`src/rtl/reg_status_file_pkg.sv`:
```
// Shared widths, tag/opcode constants and types for the register-status file.
// Optional CDB_BYPASS_EN forwards a same-cycle CDB result onto pending operands.
package reg_status_file_pkg;

  localparam int NUM_REGS = 16;
  localparam int REG_AW   = 4;
  localparam int DATA_W   = 32;
  localparam int TAG_W    = 6;
  localparam int OP_W     = 6;

  localparam logic [TAG_W-1:0] NO_TAG  = 6'd0;
  localparam logic [TAG_W-1:0] adder_1 = 6'd1;
  localparam logic [TAG_W-1:0] adder_2 = 6'd2;
  localparam logic [TAG_W-1:0] adder_3 = 6'd3;

  localparam logic [OP_W-1:0] alu_add = 6'd0;
  localparam logic [OP_W-1:0] alu_sub = 6'd1;
  localparam logic [OP_W-1:0] alu_or  = 6'd4;
  localparam logic [OP_W-1:0] alu_and = 6'd5;
  localparam logic [OP_W-1:0] alu_not = 6'd6;
  localparam logic [OP_W-1:0] alu_xor = 6'd7;

  typedef enum logic {
    IDLE  = 1'b0,
    DRIVE = 1'b1
  } state_t;

  typedef struct packed {
    logic [OP_W-1:0]   op;
    logic [REG_AW-1:0] rd;
    logic [REG_AW-1:0] rs;
    logic [REG_AW-1:0] rt;
  } instr_t;

  typedef struct packed {
    logic [DATA_W-1:0] dat;
    logic              invalid;
  } operand_t;

  function automatic logic [DATA_W-1:0] tag_to_data(input logic [TAG_W-1:0] tag);
    return {{(DATA_W-TAG_W){1'b0}}, tag};
  endfunction

endpackage

```
`src/rtl/reg_operand_mux.sv`:
```
// Picks register value or producing tag for one source operand; purely combinational.
// With CDB_BYPASS_EN a matching CDB broadcast turns the operand valid in the same cycle.
module reg_operand_mux
  import reg_status_file_pkg::*;
(
  input  logic [DATA_W-1:0] rf_val_i,
  input  logic [TAG_W-1:0]  qi_i,
  input  logic              cdb_write_i,
  input  logic [TAG_W-1:0]  cdb_source_i,
  input  logic [DATA_W-1:0] cdb_data_i,
  output operand_t          opnd_o
);

  always_comb begin
    opnd_o.dat     = rf_val_i;
    opnd_o.invalid = 1'b0;
    if (qi_i != NO_TAG) begin
`ifdef CDB_BYPASS_EN
      // qi_i is nonzero here, so a tag-0 broadcast can never match.
      if (cdb_write_i && (cdb_source_i == qi_i)) begin
        opnd_o.dat = cdb_data_i;
      end else begin
        opnd_o.dat     = tag_to_data(qi_i);
        opnd_o.invalid = 1'b1;
      end
`else
      opnd_o.dat     = tag_to_data(qi_i);
      opnd_o.invalid = 1'b1;
`endif
    end
  end

`ifndef CDB_BYPASS_EN
  logic unused_cdb;
  assign unused_cdb = ^{cdb_write_i, cdb_source_i, cdb_data_i};
`endif

endmodule

```
`src/rtl/reg_status_file.sv`:
```
// Register file + Qi table: accepts one instruction, holds issue until the RS returns a tag (>=2 cycles/instr).
// Retries on issued==0 forever; CDB_BYPASS_EN enables same-cycle CDB forwarding in the operand muxes.
module reg_status_file
  import reg_status_file_pkg::*;
(
  input  logic                clock,
  input  logic                reset,
  input  logic                instr_valid,
  output logic                instr_ready,
  input  logic [OP_W-1:0]     instr_op,
  input  logic [REG_AW-1:0]   instr_rd,
  input  logic [REG_AW-1:0]   instr_rs,
  input  logic [REG_AW-1:0]   instr_rt,
  output logic                issue,
  output logic [OP_W-1:0]     opcode,
  output logic [DATA_W-1:0]   A,
  output logic [DATA_W-1:0]   B,
  output logic                A_invalid,
  output logic                B_invalid,
  input  logic [TAG_W-1:0]    issued,
  input  logic                error,
  input  logic                CDB_write,
  input  logic [TAG_W-1:0]    CDB_source,
  input  logic [DATA_W-1:0]   CDB_data,
  output logic [NUM_REGS-1:0] busy_mask
);

  state_t            state_q, state_d;
  instr_t            instr_q, instr_d;
  logic [DATA_W-1:0] rf_q [NUM_REGS];
  logic [DATA_W-1:0] rf_d [NUM_REGS];
  logic [TAG_W-1:0]  qi_q [NUM_REGS];
  logic [TAG_W-1:0]  qi_d [NUM_REGS];
  logic              rename;
  logic              cdb_hit;
  operand_t          opnd_a, opnd_b;

  // The unit's error flag needs no action: issued==0 already means retry.
  logic unused_error;
  assign unused_error = error;

  always_ff @(posedge clock or posedge reset) begin
    if (reset) begin
      state_q <= IDLE;
      instr_q <= '0;
      rf_q    <= '{default: '0};
      qi_q    <= '{default: '0};
    end else begin
      state_q <= state_d;
      instr_q <= instr_d;
      rf_q    <= rf_d;
      qi_q    <= qi_d;
    end
  end

  always_comb begin
    state_d = state_q;
    instr_d = instr_q;
    rename  = 1'b0;
    case (state_q)
      IDLE: begin
        if (instr_valid) begin
          instr_d = '{op: instr_op, rd: instr_rd, rs: instr_rs, rt: instr_rt};
          state_d = DRIVE;
        end
      end
      DRIVE: begin
        if (issued != NO_TAG) begin
          rename  = 1'b1;
          state_d = IDLE;
        end
      end
      default: state_d = IDLE;
    endcase
  end

  assign cdb_hit = CDB_write && (CDB_source != NO_TAG);

  // CDB retire first, then rename overrides so a fresh tag is never cleared.
  always_comb begin
    rf_d = rf_q;
    qi_d = qi_q;
    for (int i = 0; i < NUM_REGS; i++) begin
      if (cdb_hit && (qi_q[i] == CDB_source)) begin
        rf_d[i] = CDB_data;
        qi_d[i] = NO_TAG;
      end
    end
    if (rename) begin
      qi_d[instr_q.rd] = issued;
    end
  end

  reg_operand_mux u_mux_a (
    .rf_val_i     (rf_q[instr_q.rs]),
    .qi_i         (qi_q[instr_q.rs]),
    .cdb_write_i  (CDB_write),
    .cdb_source_i (CDB_source),
    .cdb_data_i   (CDB_data),
    .opnd_o       (opnd_a)
  );

  reg_operand_mux u_mux_b (
    .rf_val_i     (rf_q[instr_q.rt]),
    .qi_i         (qi_q[instr_q.rt]),
    .cdb_write_i  (CDB_write),
    .cdb_source_i (CDB_source),
    .cdb_data_i   (CDB_data),
    .opnd_o       (opnd_b)
  );

  always_comb begin
    instr_ready = (state_q == IDLE);
    issue       = (state_q == DRIVE);
    opcode      = '0;
    A           = '0;
    B           = '0;
    A_invalid   = 1'b0;
    B_invalid   = 1'b0;
    if (state_q == DRIVE) begin
      opcode    = instr_q.op;
      A         = opnd_a.dat;
      B         = opnd_b.dat;
      A_invalid = opnd_a.invalid;
      B_invalid = opnd_b.invalid;
    end
  end

  always_comb begin
    busy_mask = '0;
    for (int i = 0; i < NUM_REGS; i++) begin
      busy_mask[i] = (qi_q[i] != NO_TAG);
    end
  end

endmodule
```
`config.mk`:
```
export PLATFORM = sky130hd
export DESIGN_NAME = reg_status_file
export DESIGN_NICKNAME = d
export VERILOG_FILES = /design/src/rtl/reg_status_file_pkg.sv /design/src/rtl/reg_operand_mux.sv /design/src/rtl/reg_status_file.sv
export SDC_FILE = /design/constraint.sdc
export NUM_CORES = 1
export LEC_CHECK = 0
export BUFFER_PORTS_ARGS = -buffer_cell sky130_fd_sc_hd__buf_4
export CAP_MARGIN = 40
export CORE_MARGIN = 4
export CORE_UTILIZATION = 45
export CTS_BUF_LIST = sky130_fd_sc_hd__clkbuf_4
export DETAILED_ROUTE_END_ITERATION = 12
export GPL_TIMING_DRIVEN = 1
export HOLD_SLACK_MARGIN = 0.02
export SYNTH_ARGS = -nofsm -noshare
export SYNTH_HDL_FRONTEND = slang
export SYNTH_HIERARCHICAL = 1
export SYNTH_SLANG_ARGS = --single-unit
export TNS_END_PERCENT = 1
```
`constraint.sdc`:
```
create_clock -name clock -period 20.4 [get_ports clock]
set_input_delay 1.02 -clock clock [delete_from_list [all_inputs] [get_ports clock]]
set_output_delay 1.02 -clock clock [all_outputs]
set_load 0.02 [all_outputs]
```
==> impl_metrics.prom <==
# TYPE chip_impl_metric gauge
chip_impl_metric{name="synth_enable_flop_cells",unit=""} 0
chip_impl_metric{name="post_drt_via_cell_ratio",unit=""} 6.322
chip_impl_metric{name="track_usage",unit="%"} 26.70
chip_impl_info{name="rsz_0062_raised_after_global_routing",value="false"} 1
chip_impl_metric{name="yosys_register_bits",unit=""} 627
chip_impl_metric{name="post_cts_hold_buffer_count",unit=""} 0
chip_impl_metric{name="antenna_violating_nets_left",unit=""} 0
chip_impl_metric{name="finalWirelength",unit="mm"} 110.2
chip_impl_metric{name="final_layout_size_suffix_gt1_share",unit="%"} 31.23
chip_impl_metric{name="grt_max_degree",unit=""} 118
chip_impl_info{name="post-synth-top-count-cell",value="sky130_fd_sc_hd__dfrtp_1"} 1
chip_impl_metric{name="grt.overflow.total",unit=""} 0
chip_impl_metric{name="grt_pass1_wl",unit="mm"} 165.0
chip_impl_metric{name="syn_to_final_growth",unit="%"} 12.36
chip_impl_info{name="run_status",value="complete, no violations"} 1
chip_impl_metric{name="min_period_over_period",unit="%"} 29.23
chip_impl_info{name="synth.area.top_cells",value="sky130_fd_sc_hd__dfrtp_1, sky130_fd_sc_hd__mux4_2, sky130_fd_sc_hd__mux2_1, sky130_fd_sc_hd__a22oi_1, sky130_fd_sc_hd__and2_1"} 1
chip_impl_metric{name="r2r_setup_slack",unit="ns"} 17.75
chip_impl_metric{name="maxSlewHeadroom",unit="%"} 38.71
chip_impl_metric{name="max_freq",unit="MHz"} 167.7
chip_impl_info{name="critical_path.endpoint_type",value="primary output"} 1
chip_impl_metric{name="critPathRequiredTime",unit="ns"} 19.38
chip_impl_metric{name="dieHeight",unit="µm"} 288.8
chip_impl_metric{name="port_buffers",unit=""} 155
chip_impl_metric{name="nets",unit=""} 2733
chip_impl_metric{name="timing.critical_path.arrival",unit="ns"} 4.94
chip_impl_info{name="timing.hold.worst.class",value="in -> async"} 1
chip_impl_metric{name="starting_density",unit="%"} 45.58
chip_impl_metric{name="grt_pass1_vias",unit=""} 25898
chip_impl_metric{name="vias",unit=""} 24294
chip_impl_info{name="crit_path_start_kind",value="register"} 1
chip_impl_metric{name="ys_types",unit=""} 41
chip_impl_metric{name="cts_num_sinks",unit=""} 627
chip_impl_metric{name="fin_skew",unit="ns"} 0.05308
chip_impl_metric{name="report.final.hold_viol_count",unit=""} 0
chip_impl_metric{name="layout.core_utilization",unit="%"} 51.21
chip_impl_metric{name="die_area",unit="mm²"} 0.08340
chip_impl_metric{name="cts_setup_buffers",unit=""} 0
chip_impl_metric{name="dp.final_hpwl",unit="mm"} 64.52
chip_impl_metric{name="syn_area_per_cell",unit="µm²"} 14.09
chip_impl_info{name="critPathKind",value="reg -> out"} 1
chip_impl_metric{name="maxCapViolations",unit=""} 0
chip_impl_metric{name="max_slew_violation_count",unit=""} 0
chip_impl_metric{name="actual_transition_at_the_worst_max_transition_pin",unit="ns"} 0.9124
chip_impl_metric{name="drtIter0Drc",unit=""} 2011
chip_impl_metric{name="syn_inst",unit=""} 2518
chip_impl_metric{name="synth_area",unit="mm²"} 0.03548
chip_impl_metric{name="cellLeakagePower",unit="µW"} 0.01848
chip_impl_metric{name="ctsLongestPathBuffers",unit=""} 3
chip_impl_metric{name="row_count",unit=""} 102
chip_impl_info{name="cts.root.buffer_cell",value="sky130_fd_sc_hd__clkbuf_4"} 1
chip_impl_metric{name="setup-violations-final",unit=""} 0
chip_impl_metric{name="quantity_of_gates_resized_following_cts",unit=""} 0
chip_impl_metric{name="synth_sequential_area_ratio",unit="%"} 44.22
chip_impl_metric{name="worstPathMaxFanout",unit=""} 38
chip_impl_info{name="netlist.top_cell.by_area",value="sky130_fd_sc_hd__dfrtp_1"} 1
chip_impl_info{name="most_common_library_cells_after_synthesis",value="sky130_fd_sc_hd__dfrtp_1, sky130_fd_sc_hd__mux2_1, sky130_fd_sc_hd__mux4_2"} 1
chip_impl_metric{name="avgRoutedWirePerCell",unit="µm"} 28.67
chip_impl_metric{name="routability_driven_placement_congestion_ratio",unit=""} 0.9604
chip_impl_metric{name="die-width",unit="µm"} 288.8
chip_impl_metric{name="power.density",unit="mW/mm²"} 130.0
chip_impl_metric{name="cts-buffers-inserted",unit=""} 174
chip_impl_metric{name="synth_async_sr_flop_share",unit="%"} 100.0
chip_impl_metric{name="synth-warning-count",unit=""} 6
chip_impl_metric{name="firstDrtPassIters",unit=""} 5
chip_impl_metric{name="fp.coreArea",unit="mm²"} 0.07785
chip_impl_metric{name="syn-num-nets",unit=""} 2585
chip_impl_metric{name="clkTransAtPathRegs",unit="ns"} 0.07
chip_impl_info{name="synth_top_flop_cell",value="sky130_fd_sc_hd__dfrtp_1"} 1
chip_impl_metric{name="worst_skew_pair.late_latency",unit="ns"} 1.02
chip_impl_metric{name="fin_setup_tns",unit="ns"} 0
chip_impl_metric{name="finalWorstPathRequiredPeriod",unit="ns"} 5.963
chip_impl_info{name="cts_tree",value="built"} 1
chip_impl_metric{name="drc",unit=""} 0
chip_impl_metric{name="vdd.ir_drop.worst",unit="mV"} 0.07943
chip_impl_metric{name="synthDominantCellAreaShare",unit="%"} 44.22
chip_impl_metric{name="antenna_violations_before_repair",unit=""} 7
chip_impl_metric{name="h-tree-depth",unit=""} 4
chip_impl_metric{name="num_io_pins",unit=""} 157
==> state kept, by name, summed over array words and instances, names as in the netlist <==
signal	flops
instr_q	18
issue	1
qi_q	96
rf_q	512
==> metrics by stage <==
| stage | power [µW] | hold WS, ns | std cells | cell area, µm² | setup slack (ns) |
|---|---|---|---|---|---|
| 6_report | 5181 | 0.2001 | 3843 | 39870 | 14.44 |
| 5_1_grt | 5458 | 0.1454 | 3840 | 39860 | 14.09 |
| 4_1_cts | 5197 | 0.1357 | 3832 | 39810 | 14.26 |
| 3_5_place_dp | 3985 | 0.4887 | 3527 | 37530 | 15.41 |
| 3_3_place_gp | 3840 | 0.4807 | 3506 | 37090 | 15.13 |
| 2_1_floorplan | 3360 | 0.4712 | 2518 | 35480 | 1.820 |
==> worst paths after layout <==
check | from | depth (start not counted) | end
min in group clock | instr_op[0] | 2 | instr_q[12]
max in group asynchronous | reset | 8 | rf_q[386]
worst min-delay path | reset | 2 | rf_q[244]
worst min register to register | instr_q[12] | 1 | instr_q[12]
worst max register to register | qi_q[87] | 5 | rf_q[466]
worst max-delay path | instr_q[0] | 9 | B[4]
==> layout make-up <==
| cell class | count | area, µm² |
|---|---|---|
| fill | 6739 | 37980 |
| multi-input combinational | 1634 | 18540 |
| sequential | 627 | 15710 |
| timing repair buffer | 223 | 1993 |
| clock buffer | 255 | 1914 |
| tap | 1040 | 1301 |
| clock inverter | 50 | 359.1 |
| inverter | 6 | 30.03 |
| antenna | 8 | 20.02 |
==> metal layers <==
metal  global-route usage (%)  vias to the layer above  wire, µm
li1                         -                    10082         -
met1                    35.67                    12833     44890
met2                    43.14                     1140     53280
met3                    5.604                      239      8379
met4                    10.38                        0      3633
met5                        0                        -         0
==> kinds of logic (layout without fill, tap and decap cells) <==
family                    count (synthesis)  in the layout  synth area share, %
AOI/OAI and AO/OA                       278            278                6.267
other                                     0              8                    0
buffers and inverters                   257            534                3.964
xor gates and xnor gates                 96             96                2.370
and+or+nand+nor                         426            426                6.912
DFF                                     627            627                44.22
muxes                                   834            834                36.27
==> critical path: stages, from the launching register on <==
cell                      delay (ns)
sky130_fd_sc_hd__dfrtp_4        0.86
sky130_fd_sc_hd__buf_4          0.71
sky130_fd_sc_hd__buf_4          0.35
sky130_fd_sc_hd__buf_16         0.30
sky130_fd_sc_hd__mux4_2         0.56
sky130_fd_sc_hd__a22oi_1        0.25
sky130_fd_sc_hd__nand2_1        0.19
sky130_fd_sc_hd__a31o_2         0.27
sky130_fd_sc_hd__and2_1         0.16
sky130_fd_sc_hd__buf_4          0.15
==> report_power, final <==
part           total, µW  internal (µW)  leakage, µW  switching [µW]
logic               1850            993      0.00889             853
registers           2140           1700      0.00824             442
clock network       1190            645      0.00135             548
==> layout by cell type (no fill, tap or decap), types with 36 or more instances in the layout <==
| cell type | synthesis | final |
|---|---|---|
| sky130_fd_sc_hd__and3_1 | 53 | 53 |
| sky130_fd_sc_hd__mux2_1 | 498 | 498 |
| sky130_fd_sc_hd__a22oi_1 | 152 | 152 |
| sky130_fd_sc_hd__and2_1 | 165 | 163 |
| sky130_fd_sc_hd__nor4_1 | 36 | 36 |
| sky130_fd_sc_hd__clkbuf_4 | 0 | 255 |
| sky130_fd_sc_hd__dfrtp_1 | 627 | 622 |
| sky130_fd_sc_hd__mux4_2 | 304 | 304 |
| sky130_fd_sc_hd__a22o_1 | 90 | 90 |
| sky130_fd_sc_hd__xor2_1 | 64 | 64 |
| sky130_fd_sc_hd__buf_4 | 26 | 198 |
| sky130_fd_sc_hd__nand2_1 | 101 | 101 |
(Power assumes the default switching activity.)
